`src/rtl/axis_pkg.sv`:
```
// axis_pkg: shared AXI-stream constants (default byte width, keep masks).
package axis_pkg;
    localparam int DEF_BYTE_WIDTH = 8;
    localparam logic [1:0] KEEP_LO = 2'b01;
    localparam logic [1:0] KEEP_ALL = 2'b11;
endpackage

```
`src/rtl/axis_pack16.sv`:
```
// axis_pack16: packs pairs of stream bytes into 2-byte words, first byte low.
// Define AXIS_PACK16_LAST_EN to add ilast/olast/okeep for partial final words.
module axis_pack16 import axis_pkg::*; #(
    parameter int BYTE_WIDTH = DEF_BYTE_WIDTH
) (
    input  logic                    clock,
    input  logic                    reset,
    input  logic [BYTE_WIDTH-1:0]   idata,
    input  logic                    ivalid,
    output logic                    iready,
`ifdef AXIS_PACK16_LAST_EN
    input  logic                    ilast,
    output logic                    olast,
    output logic [1:0]              okeep,
`endif
    output logic [2*BYTE_WIDTH-1:0] odata,
    output logic                    ovalid,
    input  logic                    oready,
    output logic [1:0]              size
);
    logic                  lo_valid;
    logic [BYTE_WIDTH-1:0] lo;
    logic                  fin;
    logic                  load;
`ifdef AXIS_PACK16_LAST_EN
    // a last byte with no partner closes a word just like a second byte
    assign fin = lo_valid || ilast;
`else
    assign fin = lo_valid;
`endif
    assign iready = !fin || !ovalid || oready;
    assign load   = ivalid && iready && fin;
    assign size   = {ovalid, lo_valid};
    always_ff @(posedge clock) begin
        if (reset) begin
            lo_valid <= 1'b0;
            lo       <= '0;
            ovalid   <= 1'b0;
            odata    <= '0;
`ifdef AXIS_PACK16_LAST_EN
            olast    <= 1'b0;
            okeep    <= '0;
`endif
        end else if (load) begin
            odata    <= lo_valid ? {idata, lo} : {{BYTE_WIDTH{1'b0}}, idata};
            ovalid   <= 1'b1;
            lo_valid <= 1'b0;
`ifdef AXIS_PACK16_LAST_EN
            olast    <= ilast;
            okeep    <= lo_valid ? KEEP_ALL : KEEP_LO;
`endif
        end else begin
            if (ovalid && oready)
                ovalid <= 1'b0;
            if (ivalid && iready) begin
                lo       <= idata;
                lo_valid <= 1'b1;
            end
        end
    end
endmodule

```
`config.mk`:
```
export PLATFORM = sky130hd
export DESIGN_NAME = axis_pack16
export DESIGN_NICKNAME = d
export VERILOG_FILES = /design/src/rtl/axis_pkg.sv /design/src/rtl/axis_pack16.sv
export SDC_FILE = /design/constraint.sdc
export NUM_CORES = 1
export LEC_CHECK = 0
export ABC_AREA = 1
export CAP_MARGIN = 30
export CORE_MARGIN = 10
export CORE_UTILIZATION = 46
export CTS_CLUSTER_DIAMETER = 200
export DETAILED_ROUTE_END_ITERATION = 7
export GPL_TIMING_DRIVEN = 0
export PLACE_DENSITY = 0.85
export SLEW_MARGIN = 40
export SYNTH_ARGS = -nofsm -noshare
export SYNTH_HDL_FRONTEND = slang
export SYNTH_SLANG_ARGS = --single-unit
```
`constraint.sdc`:
```
create_clock -name clock -period 1.15 [get_ports clock]
set_input_delay 0.345 -clock clock [delete_from_list [all_inputs] [get_ports clock]]
set_output_delay 0.345 -clock clock [all_outputs]
set_load 0.005 [all_outputs]
```
Word-level counts from Yosys, hierarchy flattened
Index checks and enable logic that the tools add are counted.
- ROM bits: 0
- RAM bits: 0
- bits in latches: 0
- memories kept: 0
- register bits: 26
- logic and storage cells: 18
- bitwise logic cells: 1
- multiply operators: 0
- shift-type cells: 0
- add/sub/neg operators: 0
- divide/modulo/power cells: 0
- equal/unequal tests: 0
- reduce and logical (&&, ||, !) cells: 10
- order comparisons: 0
- muxes and demuxes: 3
- operator list (kind ; number):
    $mux 16 ; 1
    $logic_and 1x1->1 ; 3
    $logic_not 1->1 ; 2
    $logic_or 1x1->1 ; 2
    $mux 1 ; 2
    $reduce_and 2->1 ; 1
    $reduce_bool 2->1 ; 1
    $reduce_or 2->1 ; 1
    $not 1->1 ; 1

Longest topological paths before layout
- depth in word-level cells: 7
- mapped depth: 7

Worst setup path before layout
No wires, ideal clock.
- path kind: register to register
- start point: register lo_valid (netlist: fin)
- end point: register odata[10]
- required time: 1.037 ns
- cell stages (with the launch flop): 8
- path slack: 0.117 ns
- buffers on the path: 2
- arrival time: 0.920 ns
- cell sequence: dfxtp_1 > buf_6 > nand2_4 > inv_1 > buf_6 > nand3b_1 > nand2_1 > nor2_1
- longest elaborated chain between the ends: 5
- elaborated cells on any way between the ends: 6
- classes of those cells: mux (1); reduce/logical (5)
- RTL lines (element ; line ; text):
    start, declared ; axis_pack16.sv:21 ; logic lo_valid;
    start signal, assigned ; axis_pack16.sv:36 ; lo_valid <= 1'b0;
    start signal, assigned ; axis_pack16.sv:47 ; lo_valid <= 1'b0;
    start signal, assigned ; axis_pack16.sv:57 ; lo_valid <= 1'b1;
    $logic_not 1->1 ; axis_pack16.sv:31 ; assign iready = !fin || !ovalid || oready;
    $logic_or 1x1->1 (2 in a row) ; axis_pack16.sv:31 ;
    $logic_and 1x1->1 (2 in a row) ; axis_pack16.sv:32 ; assign load = ivalid && iready && fin;
    end signal, assigned ; axis_pack16.sv:45 ; odata <= lo_valid ? {idata, lo} : {{BYTE_WIDTH{1'b0}}, idata};
    end, declared ; axis_pack16.sv:16 ; output logic [2*BYTE_WIDTH-1:0] odata,
Several ways; a longest one is shown, not always the timed one.
A chain may end at the register's enable or synchronous reset.

Worst setup path in the final report
- start point: register ovalid
- end point: output iready
- longest elaborated chain between the ends: 3
- RTL lines (element ; line ; text):
    start, declared ; axis_pack16.sv:17 ; output logic ovalid,
    start signal, assigned ; axis_pack16.sv:38 ; ovalid <= 1'b0;
    start signal, assigned ; axis_pack16.sv:46 ; ovalid <= 1'b1;
    start signal, assigned ; axis_pack16.sv:54 ; ovalid <= 1'b0;
    $logic_not 1->1 ; axis_pack16.sv:31 ;
    $logic_or 1x1->1 (2 in a row) ; axis_pack16.sv:31 ;
    end, declared ; axis_pack16.sv:10 ; output logic iready,
No other way between the ends.

==> flow_metrics.py <==
metrics = {
    "route": {
        "dr.pass1.iters": 4,
        "wire_per_inst_um": 13.6,
        "antenna_left": 0,
        "drc": 0,
        "drt-initial-drc-count": 26,
        "vias_per_cell": 4.96,
        "via_count": 1071,
        "drt-total-wl_mm": 2.93,
    },
    "floorplan": {
        "io_pins": 32,
        "die_h_um": 68.8,
        "die_x_um": 68.8,
        "die-area_um2": 4740,
        "start_util_pct": 49.1,
        "rows": 17,
        "core_um2": 2230,
    },
    "pwr": {
        "power.sequential.fraction_pct": 56.8,
        "combPwrFrac_pct": 22.4,
        "swShare_pct": 26.8,
        "intPower_mw": 1.30,
        "ir_drop_mv": 0.755,
        "power_density_nw_per_um2": 1130,
        "power.leakage_nw": 0.734,
        "p_switching_mw": 0.476,
        "p_clk_share_pct": 20.8,
    },
    "sta": {
        "final.setup.worst_slack_ns": -0.142,
        "clock_skew_ns": 0.00181,
        "hold_violations": 0,
        "post-route-period-util_pct": 112,
        "worstMarginPinSlew_ns": 0.260,
        "max_slew_margin_pct": 82.5,
        "fmax_mhz": 774,
        "setup_viol": 21,
        "rsz0062_at_grt": "true",
        "finalMaxSlewViolations": 0,
        "min_period_ns": 1.29,
    },
    "grt": {
        "grt_max_degree": 14,
        "overflow": 0,
        "first_global_vias": 1105,
        "antenna_found_initial": 0,
        "grt_pass1_wl_mm": 4.77,
        "gr-usage-all-layers_pct": 13.2,
    },
    "worst_setup_path": {
        "path_delay_family": "flip-flops",
        "path_buf_inv": 2,
        "worstPathArrival_ns": 0.95,
        "worstSetupStartpointType": "flip-flop",
        "crit_chain": "buf_6, nand3_2, buf_2",
        "cp_data_required_time_ns": 0.81,
        "cp_slowest_stage_delay_ns": 0.38,
        "cp_max_fo": 3,
        "endpoint_kind": "primary output",
        "path_class": "flip-flop to primary output",
        "cpMaxStageDelayCell": "dfxtp_4",
    },
    "logic_synthesis": {
        "synthArstFlopShare_pct": 0,
        "synth.yosys.seq_area_share_pct": 47.5,
        "synth_nets": 160,
        "synth_top_area_share_pct": 47.5,
        "syn_inst": 148,
        "yosysTopAreaCell": "dfxtp_1",
        "synth_edf_count": 0,
        "ys.flop_type": "dfxtp_1",
        "yosysWarnings": 0,
        "netlist_area_um2": 1100,
        "yosysMostFrequentCell": "nor2_1",
        "ys_types": 14,
        "synth_area_per_cell_um2": 7.41,
        "netlist_top_cells_count": "nor2_1, dfxtp_1, nand2_1",
        "yosys-top-cells-area": "dfxtp_1, nor2_1, nand2_1, nand3b_1, o21ai_0",
        "ys_ff_latch": 26,
    },
    "cells_and_area": {
        "drive_above_1_share_pct": 35.6,
        "antenna_cells": 0,
        "syn_to_final_growth_pct": 43.4,
        "utilization_pct": 70.4,
        "stdcell_area_um2": 1570,
        "nNetsFinal": 202,
    },
    "cts": {
        "cts_hold_buffers": 0,
        "htreeDepth": 1,
        "clockBufferDepth": 2,
        "cts_tree": "done",
        "path_clk_slew_ns": 0.13,
        "cts_num_sinks": 26,
        "clock_tree.root_cell": "clkbuf_4",
        "clk_latency_ns": 0.32,
        "cts-buffers-inserted": 3,
    },
    "flow_run": {
        "drv_cap": 0,
    },
    "place": {
        "port-buffer-count": 31,
        "hpwl_mm": 2.12,
        "gp_congestion": 0.824,
        "postPlaceCellArea_um2": 1440,
    },
    "status": {
        "violations": "setup timing",
        "status": "complete, but fails checks",
    },
    "min_path": {
        "hp-class": "flip-flop to flip-flop",
    },
}
-- metal layers --
layer  vias up  track usage (%)  wire [um]
li1        536                -          -
met1       509             12.5       1040
met2        21             25.8       1690
met3         5             2.42        143
met4         0             7.39         57
met5         -                0          0
-- path summary, 6_finish.rpt --
kind         cells after the start      start         to  slack, ns
max                              3     ovalid     iready      -0.14
min reg2reg                      2  odata[14]  odata[14]       0.49
min                              2  odata[14]  odata[14]       0.49
max reg2reg                      7        fin   odata[9]      -0.09
-- through the flow --
stage	power [mW]	setup TNS [ns]	instances	hold WS (ns)	setup slack, ns
finish	1.78	-1.09	216	0.493	-0.142
global route	1.89	-3.34	216	0.513	-0.188
CTS	1.74	-1.07	216	0.489	-0.147
detailed placement	1.37	-12.41	207	0.467	-0.663
global placement	1.36	-11.42	207	0.458	-0.650
floorplan	1.20	0	148	0.414	0.117
-- power by group through the flow --
| stage | Clock, mW | Combinational, mW | Sequential (mW) |
|---|---|---|---|
| 5_1_grt | 0.432 | 0.435 | 1.02 |
| 6_report | 0.370 | 0.398 | 1.01 |
| 3_5_place_dp | 0 | 0.355 | 1.02 |
| 2_1_floorplan | 0 | 0.181 | 1.02 |
| 4_1_cts | 0.378 | 0.361 | 1.00 |
| 3_3_place_gp | 0 | 0.342 | 1.01 |
-- kinds of logic (layout without fill, tap and decap cells) --
| family | count (synthesis) | count (layout) | share of synthesized area (%) |
|---|---|---|---|
| flip-flops | 26 | 26 | 47.5 |
| AO/OA/AOI/OAI | 14 | 14 | 7.42 |
| buffers and inverters | 19 | 59 | 9.59 |
| AND/OR/NAND/NOR | 89 | 89 | 35.5 |
-- final cells by class --
cell class | instances | area [um2]
fillers | 173 | 662
flip-flops and latches | 26 | 546
multi-input cells | 103 | 495
repair buffers | 37 | 352
plain buffers | 8 | 72.6
inverters | 11 | 48.8
well taps | 28 | 35.0
clock buffers | 3 | 22.5
-- state kept, by name, summed over array words and instances (netlist names) --
register,count
fin,1
lo,8
odata,16
ovalid,1
-- worst min-delay path: cells and delay by family (launching register included) --
family / cells / cell delay [ns]
flops: 1 / 0.34
simple gates: 2 / 0.12
-- timing repair --
item	CTS	global route
pin swaps	1	0
gates cloned	1	0
endpoints found under the setup margin	42	45
resized for setup	126	17
setup buffers	5	0
-- cells in the final DEF, fill, tap and decap left out, drive strengths merged --
cell	instances
nand3	4
nor2	49
dfxtp	26
buf	34
dlygate4sd2	2
o21ai	12
a21oi	2
inv	11
clkbuf	3
clkdlybuf4s50	9
nand2	26
nand3b	10
Note: power is estimated with default switching activity, not from simulation.
==> edit, RTL diff (same flow settings) <==
The package constant `DEF_BYTE_WIDTH` goes from 8 to 10.
--- a/src/rtl/axis_pkg.sv
+++ b/src/rtl/axis_pkg.sv
@@ -2,3 +2,3 @@
 package axis_pkg;
-    localparam int DEF_BYTE_WIDTH = 8;
+    localparam int DEF_BYTE_WIDTH = 10;
     localparam logic [1:0] KEEP_LO = 2'b01;
Ports: changed (resized idata and odata); port bits go from 32 to 38. The function was not compared with the original's and may differ.
==> edit against the unedited design <==
  * The flow still finishes with violations (negative setup slack)
  * Power rose by 36%
  * Wire length grew 41%
  * Area after synthesis increased by 21%
  * Non-clock buffer count increased by 15
  * Cell area up 25%
  * Die area rose by 15%
  * Setup slack worse by 0.053 ns
  * Sequential power grew 23%
  * Sequential cell count grew 6
  * Global-route usage down 0.48 points
  * Count of clock-buffer cells in the layout grew 3
  * Via count up 24%
  * Highest routed layer unchanged
==> edit: results (changes against the unedited design) <==
The run finished, with violations left. The checks that failed: negative setup slack. The first element of the critical path is fin.

The global routing usage on met1 came out at 0.133 (+0.00801). The number of global-route vias before repair came to 1,252 (+13%). The slack of the critical path came out at -0.195 ns (-0.0531 ns). The maximum VDD drop is 1.11 mV (+47%).

The leakage power came out at 0.000909 uW (+24%). The number of filler instances in the final layout is 214 (+24%). The total length of routed met2 wires is 2.16 mm (+28%). The largest net degree at the start of global routing is 11 (-3). The fraction of standard cell area that is sequential is 0.342 (-0.00489). The layout sequential cell count came out at 32 (+23%). The clock buffer and inverter area fraction after layout is 0.0312 (+0.0168). By count the netlist is led by sky130_fd_sc_hd__nor2_1, sky130_fd_sc_hd__dfxtp_1, sky130_fd_sc_hd__nand2_1, sky130_fd_sc_hd__nand3b_1, sky130_fd_sc_hd__o21ai_0.

The number of clock buffers in the layout is 6 (+3). The average footprint of a synthesized cell came out at 7.70 sq um (+4.0%). The met3 usage came out at 0.0336 (+0.00949).

The ratio of cells with drive above 1 in the final layout is 0.465 (+0.109). The area of the multi-input gates came out at 641 sq um (+29%). The met3 layer wire length in the routed design is 232 um (+62%). In the final layout, the registers with the most flip-flops are odata x20, lo x10. The transition time of the tightest slew-check pin is 0.250 ns (-0.00925 ns).

The net switching fraction of the power came out at 0.281 (+0.0133). The multi-input combinational gate total came to 121 (+17%). The post-synth net total is 186 (+16%). The number of buffers added by the clock tree synthesis step was 5 (+2).

The maximum level of the CTS H-tree was 2 (+1). The worst clock skew came to 0.0117 ns (+0.00985 ns). The wire length of the first global-routing pass came out at 5.53 mm (+16%). The HPWL reported at the end of detailed placement is 2.24 mm (+5.7%).

The data arrival time at the worst-slack endpoint is 1.00 ns (+0.05 ns). The total setup violations reported at the end of the flow came to 34 (+62%). The final weighted congestion of routability-driven global placement came to 0.804 (-2.5%).

The count of different cell masters after synthesis is 17 (+3). The non-clock buffer area fraction after layout came out at 0.263 (-0.00718). The power in the clock group was 674 uW (+82%). In this run the most critical hold path is launched from odata[18].
## edit: cell types whose count changed in the layout (fill, tap and decap cells not counted), moves of 3 or more
cell                       before  now
sky130_fd_sc_hd__buf_2          7   21
sky130_fd_sc_hd__buf_6         21   17
sky130_fd_sc_hd__clkbuf_4       3    6
sky130_fd_sc_hd__dfxtp_2       17   20
sky130_fd_sc_hd__inv_1          8    3
sky130_fd_sc_hd__nand3b_1      10   18
sky130_fd_sc_hd__nor2_1        46   50
sky130_fd_sc_hd__nor2_2         3   11
sky130_fd_sc_hd__o21ai_1        8    2
sky130_fd_sc_hd__o21ai_2        0    8
## edit: timing repair
action                                  CTS  global route
gates resized for setup                 148            37
cloned                                    1             4
endpoints found under the setup margin   54            35
setup buffers                             4             2
pin swaps                                 1            18
## edit: through the flow
step | total power [uW] | setup TNS, ns | setup slack [ns] | instance area [sq um]
after floorplan | 1470 | 0 | 0.166 | 1330
after global placement | 1660 | -12.53 | -0.644 | 1730
after detailed placement | 1670 | -13.37 | -0.658 | 1730
after CTS | 2320 | -0.361 | -0.149 | 1800
after global routing | 2530 | -3.66 | -0.210 | 1970
final | 2420 | -2.42 | -0.195 | 1970
## edit: cell families (layout without fill, tap and decap cells)
group,after synthesis,in the layout,share of synthesized area
flops,32,32,0.483
buf+inv,19,75,0.0840
compound gates,14,14,0.0614
simple gates,107,107,0.371
## edit: path summary, 6_finish.rpt
path / endpoint / slack (ns)
max: iready / -0.19
max reg2reg: odata[14] / -0.13
min: odata[18] / 0.46
min reg2reg: odata[18] / 0.46
## edit: critical path: stages (launching register included)
cell	delay, ns
sky130_fd_sc_hd__dfxtp_4	0.38
sky130_fd_sc_hd__buf_6	0.11
sky130_fd_sc_hd__nand3_2	0.06
sky130_fd_sc_hd__buf_2	0.13
